$ cat src/rtl/ntt_rej_sampler_if.sv
`default_nettype none
// ============================================================================
//  Module   : ntt_rej_sampler_if
//  Purpose  : Stream bundle between the SHAKE-128 squeeze port, the
//             rejection sampler and the coefficient consumer.
//             Byte stream  : byte_data / byte_valid / byte_ready
//             Coeff stream : coeff_data / coeff_idx / coeff_valid /
//                            coeff_last / coeff_ready
//  Modports : master - the sampler (sinks bytes, sources coefficients)
//             slave  - the surrounding sponge / consumer side
//  Revision : 1.0 - initial release
// ============================================================================
interface ntt_rej_sampler_if #(
    parameter int IW = 8
) ();
    logic [7:0]    byte_data;
    logic          byte_valid;
    logic          byte_ready;
    logic [11:0]   coeff_data;
    logic [IW-1:0] coeff_idx;
    logic          coeff_valid;
    logic          coeff_last;
    logic          coeff_ready;

    modport master (
        input  byte_data, byte_valid, coeff_ready,
        output byte_ready, coeff_data, coeff_idx, coeff_valid, coeff_last
    );

    modport slave (
        output byte_data, byte_valid, coeff_ready,
        input  byte_ready, coeff_data, coeff_idx, coeff_valid, coeff_last
    );
endinterface
`default_nettype wire

$ cat src/rtl/ntt_rej_sampler.sv
`default_nettype none
// ============================================================================
//  Module   : ntt_rej_sampler
//  Purpose  : ML-KEM SampleNTT rejection sampler. Takes the SHAKE-128
//             squeeze byte stream, splits each 3-byte group into two 12-bit
//             candidates and forwards those below Q as indexed polynomial
//             coefficients until N_COEFFS have been delivered.
//  Ports    : clk, rst_n (async, active-low)
//             start  - pulse: clear count, begin a new polynomial (any state)
//             bus    - ntt_rej_sampler_if.master (byte in, coeff out streams)
//             busy   - sampling in progress
//             done   - last coefficient delivered, held until next start
//  Revision : 1.0 - initial release
// ============================================================================
module ntt_rej_sampler #(
    parameter int N_COEFFS = 256,
    parameter int Q        = 3329,
    parameter int IW       = $clog2(N_COEFFS)
) (
    input  wire               clk,
    input  wire               rst_n,
    input  wire               start,
    ntt_rej_sampler_if.master bus,
    output logic              busy,
    output logic              done
);

    // count must be able to hold N_COEFFS itself, hence the +1
    localparam int              CW     = $clog2(N_COEFFS + 1);
    localparam logic [12:0]     c_Q    = 13'(Q);
    localparam logic [CW-1:0]   c_LAST = CW'(N_COEFFS - 1);

    typedef enum logic [2:0] {
        ST_IDLE = 3'd0,
        ST_GET0 = 3'd1,
        ST_GET1 = 3'd2,
        ST_GET2 = 3'd3,
        ST_OUT1 = 3'd4,
        ST_OUT2 = 3'd5,
        ST_DONE = 3'd6
    } state_t;

    state_t        r_state;
    logic [7:0]    r_b0;
    logic [7:0]    r_b1;
    logic [11:0]   r_d1;
    logic [11:0]   r_d2;
    logic [CW-1:0] r_count;

    logic          w_d1_ok;
    logic          w_d2_ok;
    logic          w_offer;
    logic [11:0]   w_cand;

    // Q may be 4096, so the compare is done one bit wider than the candidate
    assign w_d1_ok = ({1'b0, r_d1} < c_Q);
    assign w_d2_ok = ({1'b0, r_d2} < c_Q);

    // Every output below is a decode of registered state only; neither
    // byte_valid nor coeff_ready reaches an output combinationally.
    assign w_offer = ((r_state == ST_OUT1) && w_d1_ok) ||
                     ((r_state == ST_OUT2) && w_d2_ok);
    assign w_cand  = (r_state == ST_OUT2) ? r_d2 : r_d1;

    assign bus.byte_ready  = (r_state == ST_GET0) || (r_state == ST_GET1) ||
                             (r_state == ST_GET2);
    assign bus.coeff_valid = w_offer;
    assign bus.coeff_data  = w_offer ? w_cand : 12'd0;
    assign bus.coeff_idx   = w_offer ? r_count[IW-1:0] : '0;
    assign bus.coeff_last  = w_offer && (r_count == c_LAST);
    assign busy            = (r_state != ST_IDLE) && (r_state != ST_DONE);
    assign done            = (r_state == ST_DONE);

    always_ff @(posedge clk or negedge rst_n) begin
        if (!rst_n) begin
            r_state <= ST_IDLE;
            r_b0    <= 8'd0;
            r_b1    <= 8'd0;
            r_d1    <= 12'd0;
            r_d2    <= 12'd0;
            r_count <= '0;
        end else if (start) begin
            // Abort wins over everything, including a coefficient handshake
            // happening this same cycle: that coefficient is not counted.
            r_state <= ST_GET0;
            r_count <= '0;
        end else begin
            case (r_state)
                ST_GET0: begin
                    if (bus.byte_valid) begin
                        r_b0    <= bus.byte_data;
                        r_state <= ST_GET1;
                    end
                end
                ST_GET1: begin
                    if (bus.byte_valid) begin
                        r_b1    <= bus.byte_data;
                        r_state <= ST_GET2;
                    end
                end
                ST_GET2: begin
                    if (bus.byte_valid) begin
                        r_d1    <= {r_b1[3:0], r_b0};
                        r_d2    <= {bus.byte_data, r_b1[7:4]};
                        r_state <= ST_OUT1;
                    end
                end
                ST_OUT1: begin
                    if (!w_d1_ok) begin
                        // rejected candidate: one bubble cycle, no valid
                        r_state <= ST_OUT2;
                    end else if (bus.coeff_ready) begin
                        r_count <= r_count + CW'(1);
                        // finishing on d1 drops d2 rather than carrying it
                        r_state <= (r_count == c_LAST) ? ST_DONE : ST_OUT2;
                    end
                end
                ST_OUT2: begin
                    if (!w_d2_ok) begin
                        r_state <= ST_GET0;
                    end else if (bus.coeff_ready) begin
                        r_count <= r_count + CW'(1);
                        r_state <= (r_count == c_LAST) ? ST_DONE : ST_GET0;
                    end
                end
                default: begin
                    // IDLE and DONE wait for start
                    r_state <= r_state;
                end
            endcase
        end
    end

endmodule
`default_nettype wire

$ cat src/flat_wrapper.sv
// flat-port wrapper written by rule: the top's interface ports become plain ports
module ntt_rej_sampler_flat 
#(
    parameter int N_COEFFS = 256,
    parameter int Q        = 3329,
    parameter int IW       = $clog2(N_COEFFS)
)
  (clk, rst_n, start, busy, done, bus_byte_data, bus_byte_valid, bus_coeff_ready, bus_byte_ready, bus_coeff_data, bus_coeff_idx, bus_coeff_valid, bus_coeff_last);
  ntt_rej_sampler_if #(.IW(IW)) bus_i ();
  input  wire clk;
  input  wire rst_n;
  input  wire start;
  output logic busy;
  output logic done;
  input wire logic [$bits(bus_i.byte_data)-1:0] bus_byte_data;
  input wire logic [$bits(bus_i.byte_valid)-1:0] bus_byte_valid;
  input wire logic [$bits(bus_i.coeff_ready)-1:0] bus_coeff_ready;
  output wire logic [$bits(bus_i.byte_ready)-1:0] bus_byte_ready;
  output wire logic [$bits(bus_i.coeff_data)-1:0] bus_coeff_data;
  output wire logic [$bits(bus_i.coeff_idx)-1:0] bus_coeff_idx;
  output wire logic [$bits(bus_i.coeff_valid)-1:0] bus_coeff_valid;
  output wire logic [$bits(bus_i.coeff_last)-1:0] bus_coeff_last;
  assign bus_i.byte_data = bus_byte_data;
  assign bus_i.byte_valid = bus_byte_valid;
  assign bus_i.coeff_ready = bus_coeff_ready;
  assign bus_byte_ready = bus_i.byte_ready;
  assign bus_coeff_data = bus_i.coeff_data;
  assign bus_coeff_idx = bus_i.coeff_idx;
  assign bus_coeff_valid = bus_i.coeff_valid;
  assign bus_coeff_last = bus_i.coeff_last;
  ntt_rej_sampler #(.N_COEFFS(N_COEFFS), .Q(Q), .IW(IW)) u_core (.clk(clk), .rst_n(rst_n), .start(start), .bus(bus_i), .busy(busy), .done(done));
endmodule
$ cat config.mk
export PLATFORM = sky130hd
export DESIGN_NAME = ntt_rej_sampler_flat
export DESIGN_NICKNAME = d
export VERILOG_FILES = /design/src/rtl/ntt_rej_sampler_if.sv /design/src/rtl/ntt_rej_sampler.sv /design/src/flat_wrapper.sv
export SDC_FILE = /design/constraint.sdc
export NUM_CORES = 1
export LEC_CHECK = 0
export BUFFER_PORTS_ARGS = -buffer_cell sky130_fd_sc_hd__buf_4
export CAP_MARGIN = 20
export CORE_ASPECT_RATIO = 1.4
export CORE_MARGIN = 2
export CORE_UTILIZATION = 40
export DETAILED_ROUTE_END_ITERATION = 10
export SETUP_SLACK_MARGIN = 0.02
export SLEW_MARGIN = 5
export SYNTH_ARGS = -nofsm -noshare
export SYNTH_HDL_FRONTEND = slang
export SYNTH_SLANG_ARGS = --single-unit
export TNS_END_PERCENT = 20
$ cat constraint.sdc
create_clock -name clk -period 1.7 [get_ports clk]
set_input_delay 0.255 -clock clk [delete_from_list [all_inputs] [get_ports clk]]
set_output_delay 0.255 -clock clk [all_outputs]
set_load 0.005 [all_outputs]
==> metrics.yaml <==
final_layout:
  nNetsFinal: 344
  fin_area_sq_mm: 0.00374
  drive_gt1_share_pct: 57.0
  antennaDiodeCount: 0
  most-common-layout-cells: "85 x buf_4, 52 x dfrtp_1, 40 x mux2_2, 30 x nand2_1"
  syn2layout_area_growth_pct: 43.0
  final_util_pct: 59.8
  layout_commonest_cell: "buf_4"
power_and_ir_drop:
  intPower_mw: 3.52
  p_comb_share_pct: 46.5
  total_power_mw: 5.40
  p_leak_nw: 1.69
  switching_share_pct: 34.8
  powerDensity_mw_per_mm2: 1440
  seq_power_share_pct: 39.7
  clkPwrFrac_pct: 13.9
  p_sw_mw: 1.88
  peakVddDrop_v: 0.000924
yosys:
  ys_seq_area_share_pct: 49.8
  yosysWarningCount: 0
  syn-cell-area_sq_mm: 0.00262
  syn_inst: 234
  synth-seq-cells: 52
  synth_cell_types: 42
  synth_fp_nets: 249
  synth_area_per_cell_sq_um: 11.2
worst_setup_path:
  slowest_delay_ns: 0.42
  worst_setup_path_end_kind: "output pin"
  critPathKind: "reg -> out"
  cp.required_ns: 1.44
  cp_max_fo: 10
  slowest_stage: "dfrtp_1"
  setup.worst_path.start_class: "register"
  cp_cell_sequence: "nor4_4, a21boi_1, o211ai_2, a32oi_4, buf_12, a21oi_2, buf_4"
  cp_data_arrival_time_ns: 1.96
  critPathBufInv: 2
  critPathTopFamily: "compound AO/OA/AOI/OAI gates"
global_routing:
  grt-ovfl-total: 0
  grt_max_degree: 53
  grt_pass1_vias: 2162
  grt_pass1_wl_microns: 10500
  grt_usage_pct: 18.9
  grt_antenna_before_repair: 0
place:
  placed_area_sq_mm: 0.00344
  numPortBuffers: 37
  place_congestion: 0.885
  dp_hpwl_microns: 4630
detailed_routing:
  drt_pass1_iterations: 4
  topRoutingLayerUsed: "met4"
  wl_met1_microns: 2680
  drtIter0Drc: 62
  route.met2.wl_microns: 3370
  drc: 0
  wl_per_cell_microns: 15.8
  routed_via_density: 5.16
  ant_nets: 0
  routed-wl-met3_microns: 212
  routed_wl_microns: 6340
  via_count: 2074
clocking:
  cts-buffers-inserted: 5
  cts-root-buf: "clkbuf_8"
  cts_tree: "done"
  h-tree-depth: 2
  clk_latency_ns: 0.30
  clkTransAtPathRegs_ns: 0.10
  clock-sinks: 52
  clock_path_buffers: 2
die:
  initial_core_util_pct: 41.8
  die_area_sq_mm: 0.00721
  rows: 34
  core_sq_mm: 0.00625
  io_pins: 38
  dieHeight_microns: 99.7
  die_w_microns: 72.3
sta:
  min_period_over_period_pct: 130
  clock_skew_ns: 0.00453
  rsz0062_at_grt: "yes"
  hold_viol_final: 0
  slew_headroom_pct: 56.0
  setup_viol: 34
  fin_crit_ns: 2.22
  finalMaxSlewViolations: 0
  worstMarginPinSlew_ns: 0.660
  setup_slack_ns: -0.518
  fmax_mhz: 451
job:
  max_cap_viol_count: 0
hold_path:
  min_path_type: "in -> reg"
outcome:
  failed_checks: "setup timing"
  status: "complete, but fails checks"
[registers in the layout, indices dropped and copies added, names as in the netlist]
register        cells
u_core.r_d1        12
u_core.r_b0         8
u_core.r_count      9
u_core.r_d2        12
u_core.r_b1         8
u_core.r_state      3
[stage by stage]
stage               setup slack, ns  hold slack, ns  cells  setup TNS [ns]
finish                       -0.518           0.199    402          -11.60
floorplan                    -0.107         -0.0406    234           -2.83
global placement             -0.252           0.330    392           -6.16
detailed placement           -0.282           0.336    392           -7.13
global route                 -0.640           0.189    402          -15.82
CTS                          -0.533           0.192    401          -12.16
[power groups by stage]
stage               Combinational [mW]  Sequential [mW]  Clock [mW]
floorplan                         1.17             2.04           0
global placement                  2.25             2.12           0
detailed placement                2.27             2.13           0
CTS                               2.41             2.13       0.775
global route                      2.73             2.21       0.817
finish                            2.51             2.14       0.748
[area by class of cell]
cell class | count | area (sq um)
Clock buffer | 6 | 82.6
Clock inverter | 2 | 13.8
Fill cell | 541 | 2510
Inverter | 5 | 21.3
Multi-Input combinational cell | 166 | 1410
Sequential cell | 52 | 1300
Tap cell | 72 | 90.1
Timing Repair Buffer | 99 | 821
[path summary, 6_finish.rpt]
check                                            from                            end  slack, ns  depth (start not counted)
max in group asynchronous                       rst_n     u_core.r_b1[7]$_DFFE_PN0P_       0.74                          2
hold reg to reg            u_core.r_b1[3]$_DFFE_PN0P_     u_core.r_b1[3]$_DFFE_PN0P_       0.51                          1
min in group asynchronous                       rst_n  u_core.r_count[4]$_DFFE_PN0P_       0.52                          2
setup reg to reg           u_core.r_d1[1]$_DFFE_PN0P_  u_core.r_state[1]$_DFFE_PN0P_      -0.27                          7
hold / removal                       bus_byte_data[5]     u_core.r_b1[5]$_DFFE_PN0P_       0.20                          2
setup / recovery           u_core.r_d1[1]$_DFFE_PN0P_              bus_coeff_data[7]      -0.52                          7
[cells in the mapped netlist, drive strengths merged]
cell | instances | area share (%)
o2111a | 1 | 0.43
nand4 | 1 | 0.24
nand3b | 2 | 0.57
mux2i | 1 | 0.38
nor3b | 1 | 0.29
a21oi | 17 | 3.4
dfrtp | 52 | 50
and2 | 9 | 2.2
mux2 | 40 | 17
a311oi | 1 | 0.33
nand2b | 1 | 0.24
o31ai | 3 | 1.1
o21ai | 7 | 1.5
and2b | 1 | 0.29
clkbuf | 4 | 0.57
xor2 | 4 | 1.3
o211ai | 1 | 0.48
a32oi | 1 | 1.1
a22oi | 1 | 0.29
ha | 2 | 0.96
buf | 7 | 1.3
or3 | 2 | 0.48
and3 | 5 | 1.2
nor2 | 13 | 1.9
nand4b | 1 | 0.33
xnor2 | 2 | 0.67
nand3 | 6 | 1.6
and4 | 1 | 0.33
o2bb2ai | 1 | 0.33
nor2b | 2 | 0.48
nand2 | 31 | 4.4
a21boi | 2 | 0.57
inv | 5 | 0.72
nor4 | 4 | 2.1
a22o | 1 | 0.33
nor3 | 1 | 0.62
[cells by family after synthesis]
| group | count (synthesis) | share of synthesized area (%) |
|---|---|---|
| muxes | 41 | 17.6 |
| adders and majority gates | 2 | 0.957 |
| and+or+nand+nor | 81 | 17.3 |
| AOI/OAI and AO/OA | 36 | 9.76 |
| DFF | 52 | 49.8 |
| xor gates and xnor gates | 6 | 2.01 |
| buffers and inverters | 16 | 2.63 |
[routing by layer]
layer	up-vias	track usage, %
li1	1008	-
met1	1014	23.4
met2	44	33.7
met3	8	2.74
met4	0	5.22
met5	-	0
[timing repair]
action	CTS	global route
endpoints found under the setup margin	34	59
resized for setup	19	25
setup buffers	0	1
endpoints found under the hold margin	2	0
hold buffers	1	0
pin swaps	6	12
Power figures use the tool's default switching activity.
